File: src/rtl/mandel_pkg.sv
// ============================================================================
// Module  : mandel_pkg
// Brief   : Shared fractal-viewer types and constants for complex/pixel mappers.
// Rev     : 1.0  initial release
// ============================================================================
`default_nettype none

package mandel_pkg;

  localparam int WORD_LENGTH = 32;
  localparam int FRAC        = 28;
  localparam int PIX_W       = 11;
  localparam int NUM_W       = 41;

  typedef logic signed [WORD_LENGTH-1:0] coord_t;
  typedef logic [PIX_W-1:0]              pix_t;

  typedef enum logic [1:0] {
    IDLE   = 2'd0,
    SETUP  = 2'd1,
    DIVIDE = 2'd2,
    DONE   = 2'd3
  } c2p_state_t;

  function automatic pix_t clamp_pix(input pix_t q, input pix_t lim);
    return (q > lim) ? lim : q;
  endfunction

endpackage

`default_nettype wire

File: src/rtl/serial_udiv.sv
// ============================================================================
// Module  : serial_udiv
// Brief   : Restoring unsigned divider, one quotient bit per cycle, MSB first.
// Rev     : 1.0  initial release
// ============================================================================
`default_nettype none

module serial_udiv #(
  parameter int NUM_W = 41,
  parameter int DIV_W = 32,
  parameter int Q_W   = 11
) (
  input  logic             clk,
  input  logic             reset,
  input  logic             start,
  input  logic [NUM_W-1:0] numerator,
  input  logic [DIV_W-1:0] divisor,
  output logic [Q_W-1:0]   quotient,
  output logic             done
);

  localparam int SH_W  = DIV_W + Q_W - 1;
  localparam int CMP_W = (NUM_W > SH_W) ? NUM_W : SH_W;
  localparam int CNT_W = $clog2(Q_W);

  logic [NUM_W-1:0] rem;
  logic [CMP_W-1:0] dsh;
  logic [Q_W-1:0]   q;
  logic [CNT_W-1:0] cnt;
  logic             running;

  logic             w_ge;
  logic [NUM_W-1:0] w_diff;

  // dsh holds divisor << (remaining bit index); quotient < 2^Q_W keeps rem in range
  assign w_ge   = CMP_W'(rem) >= dsh;
  assign w_diff = rem - dsh[NUM_W-1:0];

  // done flags the cycle in which the final quotient bit is being resolved
  assign done     = running && (cnt == CNT_W'(Q_W - 1));
  assign quotient = q;

  always_ff @(posedge clk) begin
    if (reset) begin
      rem     <= '0;
      dsh     <= '0;
      q       <= '0;
      cnt     <= '0;
      running <= 1'b0;
    end else if (start) begin
      rem     <= numerator;
      dsh     <= CMP_W'(divisor) << (Q_W - 1);
      q       <= '0;
      cnt     <= '0;
      running <= 1'b1;
    end else if (running) begin
      if (w_ge) rem <= w_diff;
      q   <= {q[Q_W-2:0], w_ge};
      dsh <= dsh >> 1;
      cnt <= cnt + 1'b1;
      if (done) running <= 1'b0;
    end
  end

endmodule

`default_nettype wire

File: src/rtl/complex_to_pixel.sv
// ============================================================================
// Module  : complex_to_pixel
// Brief   : Maps a Q4.28 complex point to screen (x, y) under zoom and center.
//           Define ROUND_NEAREST_EN for round-half-up results clamped to screen.
// Rev     : 1.0  initial release
// ============================================================================
`default_nettype none

module complex_to_pixel #(
  parameter int WORD_LENGTH   = mandel_pkg::WORD_LENGTH,
  parameter int FRAC          = mandel_pkg::FRAC,
  parameter int SCREEN_WIDTH  = 960,
  parameter int SCREEN_HEIGHT = 720
) (
  input  logic                          clk,
  input  logic                          reset,
  input  logic signed [31:0]            ZOOM,
  input  logic signed [WORD_LENGTH-1:0] real_center,
  input  logic signed [WORD_LENGTH-1:0] imag_center,
  input  logic                          in_valid,
  output logic                          in_ready,
  input  logic signed [WORD_LENGTH-1:0] real_in,
  input  logic signed [WORD_LENGTH-1:0] imag_in,
  output logic                          out_valid,
  input  logic                          out_ready,
  output logic [10:0]                   x,
  output logic [10:0]                   y,
  output logic                          out_of_range,
  output logic                          busy
);

  import mandel_pkg::*;

  localparam logic signed [WORD_LENGTH-1:0] ONE     = WORD_LENGTH'(1) << FRAC;
  localparam logic signed [WORD_LENGTH-1:0] SPAN_RE = 3 * ONE;
  localparam logic signed [WORD_LENGTH-1:0] SPAN_IM = 2 * ONE;

  c2p_state_t                    state;
  logic signed [31:0]            zoom_r;
  logic signed [WORD_LENGTH-1:0] real_center_r, imag_center_r;
  logic signed [WORD_LENGTH-1:0] real_in_r, imag_in_r;
  logic                          oor_r;

  logic signed [WORD_LENGTH-1:0] real_width, imag_height;
  logic signed [WORD_LENGTH-1:0] real_min, imag_max;
  logic signed [WORD_LENGTH:0]   dx, dy, rw_ext, ih_ext;
  logic                          range_err;
  logic [NUM_W-1:0]              num_x, num_y;
  logic [PIX_W-1:0]              qx, qy;
  logic                          x_done, y_done;
  logic                          div_start;

  // Window geometry mirrors the forward mapper, including 32-bit wraparound
  assign real_width  = SPAN_RE >>> zoom_r;
  assign imag_height = SPAN_IM >>> zoom_r;
  assign real_min    = real_center_r - (real_width >>> 1);
  assign imag_max    = imag_center_r + (imag_height >>> 1);

  assign dx     = {real_in_r[WORD_LENGTH-1], real_in_r} - {real_min[WORD_LENGTH-1], real_min};
  assign dy     = {imag_max[WORD_LENGTH-1], imag_max} - {imag_in_r[WORD_LENGTH-1], imag_in_r};
  assign rw_ext = {1'b0, real_width};
  assign ih_ext = {1'b0, imag_height};

  assign range_err = dx[WORD_LENGTH] | (dx >= rw_ext) | dy[WORD_LENGTH] | (dy >= ih_ext) |
                     (real_width == '0) | (imag_height == '0);

`ifdef ROUND_NEAREST_EN
  assign num_x = NUM_W'(dx[WORD_LENGTH-1:0]) * NUM_W'(SCREEN_WIDTH)
               + NUM_W'(real_width[WORD_LENGTH-1:1]);
  assign num_y = NUM_W'(dy[WORD_LENGTH-1:0]) * NUM_W'(SCREEN_HEIGHT)
               + NUM_W'(imag_height[WORD_LENGTH-1:1]);
`else
  assign num_x = NUM_W'(dx[WORD_LENGTH-1:0]) * NUM_W'(SCREEN_WIDTH);
  assign num_y = NUM_W'(dy[WORD_LENGTH-1:0]) * NUM_W'(SCREEN_HEIGHT);
`endif

  // The dividers latch numerator and divisor at the end of SETUP
  assign div_start = (state == SETUP) && !range_err;

  serial_udiv #(.NUM_W(NUM_W), .DIV_W(WORD_LENGTH), .Q_W(PIX_W)) u_div_x (
    .clk       (clk),
    .reset     (reset),
    .start     (div_start),
    .numerator (num_x),
    .divisor   (real_width),
    .quotient  (qx),
    .done      (x_done)
  );

  serial_udiv #(.NUM_W(NUM_W), .DIV_W(WORD_LENGTH), .Q_W(PIX_W)) u_div_y (
    .clk       (clk),
    .reset     (reset),
    .start     (div_start),
    .numerator (num_y),
    .divisor   (imag_height),
    .quotient  (qy),
    .done      (y_done)
  );

  always_ff @(posedge clk) begin
    if (reset) begin
      state         <= IDLE;
      zoom_r        <= '0;
      real_center_r <= '0;
      imag_center_r <= '0;
      real_in_r     <= '0;
      imag_in_r     <= '0;
      oor_r         <= 1'b0;
    end else begin
      case (state)
        IDLE: begin
          if (in_valid) begin
            zoom_r        <= ZOOM;
            real_center_r <= real_center;
            imag_center_r <= imag_center;
            real_in_r     <= real_in;
            imag_in_r     <= imag_in;
            state         <= SETUP;
          end
        end
        SETUP: begin
          oor_r <= range_err;
          state <= range_err ? DONE : DIVIDE;
        end
        DIVIDE: begin
          if (x_done && y_done) state <= DONE;
        end
        DONE: begin
          if (out_ready) state <= IDLE;
        end
        default: state <= IDLE;
      endcase
    end
  end

  assign in_ready     = (state == IDLE);
  assign busy         = (state != IDLE);
  assign out_valid    = (state == DONE);
  assign out_of_range = out_valid & oor_r;

`ifdef ROUND_NEAREST_EN
  assign x = (out_valid && !oor_r) ? clamp_pix(qx, PIX_W'(SCREEN_WIDTH - 1))  : '0;
  assign y = (out_valid && !oor_r) ? clamp_pix(qy, PIX_W'(SCREEN_HEIGHT - 1)) : '0;
`else
  assign x = (out_valid && !oor_r) ? qx : '0;
  assign y = (out_valid && !oor_r) ? qy : '0;
`endif

endmodule

`default_nettype wire

File: config.mk
export PLATFORM = sky130hd
export DESIGN_NAME = complex_to_pixel
export DESIGN_NICKNAME = d
export VERILOG_FILES = /design/src/rtl/mandel_pkg.sv /design/src/rtl/serial_udiv.sv /design/src/rtl/complex_to_pixel.sv
export SDC_FILE = /design/constraint.sdc
export NUM_CORES = 2
export LEC_CHECK = 0
export ABC_AREA = 1
export CAP_MARGIN = 20
export CORE_ASPECT_RATIO = 0.8
export CORE_UTILIZATION = 63
export DETAILED_ROUTE_END_ITERATION = 12
export PLACE_DENSITY = 0.83
export SLEW_MARGIN = 15
export SYNTH_ARGS = -nofsm -noshare
export SYNTH_HDL_FRONTEND = slang
export SYNTH_SLANG_ARGS = --single-unit
File: constraint.sdc
create_clock -name clk -period 11.1 [get_ports clk]
set_input_delay 2.22 -clock clk [delete_from_list [all_inputs] [get_ports clk]]
set_output_delay 2.22 -clock clk [all_outputs]
set_load 0.005 [all_outputs]
==> flow_summary_export.csv <==
group,metric,value,unit
route,routed_wl,113000,um
clock_tree,clock-sinks,359,
worst_setup_path,critPathSlowestCell,"dfxtp_1",
sta,fin_crit,10440,ps
worst_setup_path,reg2reg_setup_slack,660,ps
worst_setup_path,worstPathMaxFanout,42,
route,vias_per_cell,5.80,
sta,max_slew_margin,29.8,%
worst_setup_path,crit_top_cell,"nor2_1",
sta,hold_viol,0,
finish,final_common_cell,"nand2_1",
route,highest_layer,"met5",
placement,port_buffers,189,
worst_setup_path,start_kind,"flop",
route,route.vias.total,36200,
worst_setup_path,slowest_delay,530,ps
die,ios,190,
clock_tree,clk_pin_slew_worst_paths,60,ps
die,die_area,0.0580,mm2
die,coreArea,0.0558,mm2
logic_synthesis,syn_nets,6060,
sta,fin_crit_sh,94.1,%
logic_synthesis,async_reset_ff_share,0,%
hold_path,min_from,"zoom_r[11]",
flow_run,drv_cap,0,
hold_path,whs_endpoint,"zoom_r[11]",
route,dr_wl_met3,11500,um
die,die_x,269,um
worst_setup_path,critical_path_class,"reg2reg",
clock_tree,htreeDepth,2,
route,ant_nets,0,
worst_setup_path,regToRegEndpoint,"u_div_x.rem[10]",
grt,antenna_found_initial,4,
grt,grt_pass1_wl,179000,um
logic_synthesis,ys_seq_elements,359,
route,post_drt_wl_per_cell,18.2,um
sta,worst_pin_slew,1050,ps
clock_tree,clockBufferDepth,3,
sta,fmax,95.8,MHz
logic_synthesis,synth.distinct_cells,57,
logic_synthesis,yosysSeqAreaShare,20.0,%
placement,gp_congestion,0.999,
worst_setup_path,critPathRequiredTime,11610,ps
logic_synthesis,synth_edf_count,0,
worst_setup_path,rr_worst_depth,49,
worst_setup_path,arrival,10960,ps
finish,final_cell_mix,"nand2_1 (1035), nor2_1 (819), inv_1 (719)",
status,status,"completed",
clock_tree,postCtsHoldBufs,0,
route,drt_iter0_drc,3916,
logic_synthesis,yosys_warnings,0,
clock_tree,clk_latency,600,ps
sta,final_max_slew_viol_count,0,
hold_path,hold_class,"reg2reg",
logic_synthesis,syn_inst,5391,
route,wl_met2,46800,um
finish,drive_gt1_share,3.72,%
sta,finClkSkew,26.6,ps
worst_setup_path,r2r-start,"zoom_r[4]",
grt,grt_max_degree,103,
logic_synthesis,postSynthAreaPerCell,6.67,um2
finish,diodes,0,
clock_tree,cts_tree,"yes",
logic_synthesis,synthFlopType,"dfxtp_1",
sta,grt_setup_unrepaired,"false",
placement,dp_hpwl,89400,um
grt,grt_usage,38.8,%
logic_synthesis,syn_area,0.0359,mm2
route,wl_met1,52000,um
hold_path,min_path_cells,2,
clock_tree,cts-root-buf,"clkbuf_16",
clock_tree,cts_made_buffers,40,
grt,grt.overflow.total,0,
route,drtPass1Iterations,9,
route,drc,0,
worst_setup_path,end_kind,"flop",
die,initial_core_util,64.4,%
sta,tns,0,ps
die,die-height,216,um
finish,syn_to_final_growth,10.1,%
grt,grt_pass1_vias,33300,
die,fp-row-count,77,
finish,fin_nets,6129,
sta,finalSetupViolations,0,
finish,fillers,4792,
[metal layers]
layer | global-route usage (%) | vias up
met5 | 0 | -
met4 | 10.5 | 8
met3 | 7.63 | 183
met2 | 57.5 | 1656
met1 | 56.7 | 16500
li1 | - | 17800
[metrics by stage]
step | area (um2) | setup WS (ps) | std cells | util, % | hold slack [ps]
3_5_place_dp | 38000 | 1000 | 6167 | 68.2 | 445
6_report | 39600 | 657 | 6241 | 71.0 | 457
4_1_cts | 39600 | 904 | 6240 | 70.9 | 455
2_1_floorplan | 35900 | 3400 | 5391 | - | 429
3_3_place_gp | 38000 | 1050 | 6167 | 68.2 | 438
5_1_grt | 39600 | 46.2 | 6241 | 71.0 | 479
[synth_stat cells (3+ instances only)]
library cell | instances | area, um2
nor4_1 | 17 | 106
o21ai_1 | 12 | 60.1
o21ai_0 | 326 | 1630
nand2_1 | 1036 | 3890
o21bai_1 | 21 | 158
buf_4 | 10 | 75.1
o31ai_1 | 3 | 22.5
nand4_1 | 165 | 1030
a21boi_0 | 17 | 128
ha_1 | 385 | 4820
o211ai_1 | 13 | 97.6
buf_6 | 21 | 236
or2_2 | 16 | 100
nor3_1 | 51 | 255
a211oi_2 | 45 | 563
clkbuf_1 | 111 | 417
a21o_1 | 25 | 188
inv_2 | 9 | 33.8
nand3b_1 | 5 | 37.5
xor2_1 | 162 | 1420
buf_2 | 42 | 210
buf_1 | 6 | 22.5
nand4_2 | 5 | 62.6
nor2_1 | 819 | 3070
nor2_4 | 4 | 45.0
a21oi_1 | 472 | 2360
o221ai_1 | 9 | 78.8
a221oi_1 | 6 | 52.6
nand3_1 | 192 | 961
a31oi_1 | 33 | 206
inv_1 | 719 | 2700
clkinv_1 | 3 | 11.3
nand2_2 | 3 | 18.8
a211oi_1 | 7 | 52.6
fa_1 | 120 | 2400
xnor2_1 | 88 | 771
dfxtp_1 | 359 | 7190
o21a_1 | 19 | 143
nor2_2 | 8 | 50.1
o2111ai_1 | 3 | 26.3
[how the worst max path moves through the flow]
stage               startpoint               to  slack [ps]  cells past startpoint
global placement     zoom_r[0]   u_div_y.dsh[0]        1050                     42
detailed placement   zoom_r[0]   u_div_y.dsh[1]        1000                     42
finish               zoom_r[4]  u_div_x.rem[10]         660                     49
floorplan           zoom_r[20]  u_div_y.rem[34]        3400                     45
CTS                  zoom_r[0]   u_div_y.dsh[1]         900                     42
global route         zoom_r[0]   u_div_y.dsh[1]          50                     42
[layout make-up]
class | count | area, um2 | share of cell area, %
clock buffers | 47 | 1070 | 2.70
clock inverters | 26 | 455 | 1.15
inverters | 731 | 2750 | 6.94
multi-input cells | 4111 | 25100 | 63.4
flip-flops and latches | 359 | 7190 | 18.2
well taps | 750 | 938 | 2.37
repair buffers | 217 | 2110 | 5.32
[sequential cells by signal, summed over array words and instances, names as in the netlist]
signal	flops
imag_center_r	32
imag_in_r	32
oor_r	1
real_center_r	32
real_in_r	32
state	2
u_div_x.cnt	4
u_div_x.dsh	41
u_div_x.quotient	11
u_div_x.rem	41
u_div_x.running	1
u_div_y.cnt	4
u_div_y.dsh	41
u_div_y.quotient	11
u_div_y.rem	41
u_div_y.running	1
zoom_r	32
[critical path, delay by kind of cell, from the launching register on]
family	cells	cell delay, ps
buf+inv	9	1560
simple gates	28	4600
flops	1	530
compound gates	6	1740
fa+ha+maj	4	1290
xor+xnor	2	580
[repair_timing]
item	in CTS	in global routing
endpoints found under the setup margin	0	1
resized for setup	0	1
setup buffers	0	0
[cells by family (layout without fill, tap and decap cells)]
family                   after synthesis  in the layout  synth area share [%]
AO/OA/AOI/OAI                       1020           1020                  16.3
adder cells (fa/ha/maj)              505            505                  20.1
buffers and inverters                921           1021                  10.3
flip-flops                           359            359                  20.0
AND/OR/NAND/NOR                     2336           2336                  27.2
XOR/XNOR                             250            250                  6.09
Power is left out: the tool's default activity adds up to more than one toggle a clock period on the data nets, which glitch-free logic cannot reach.
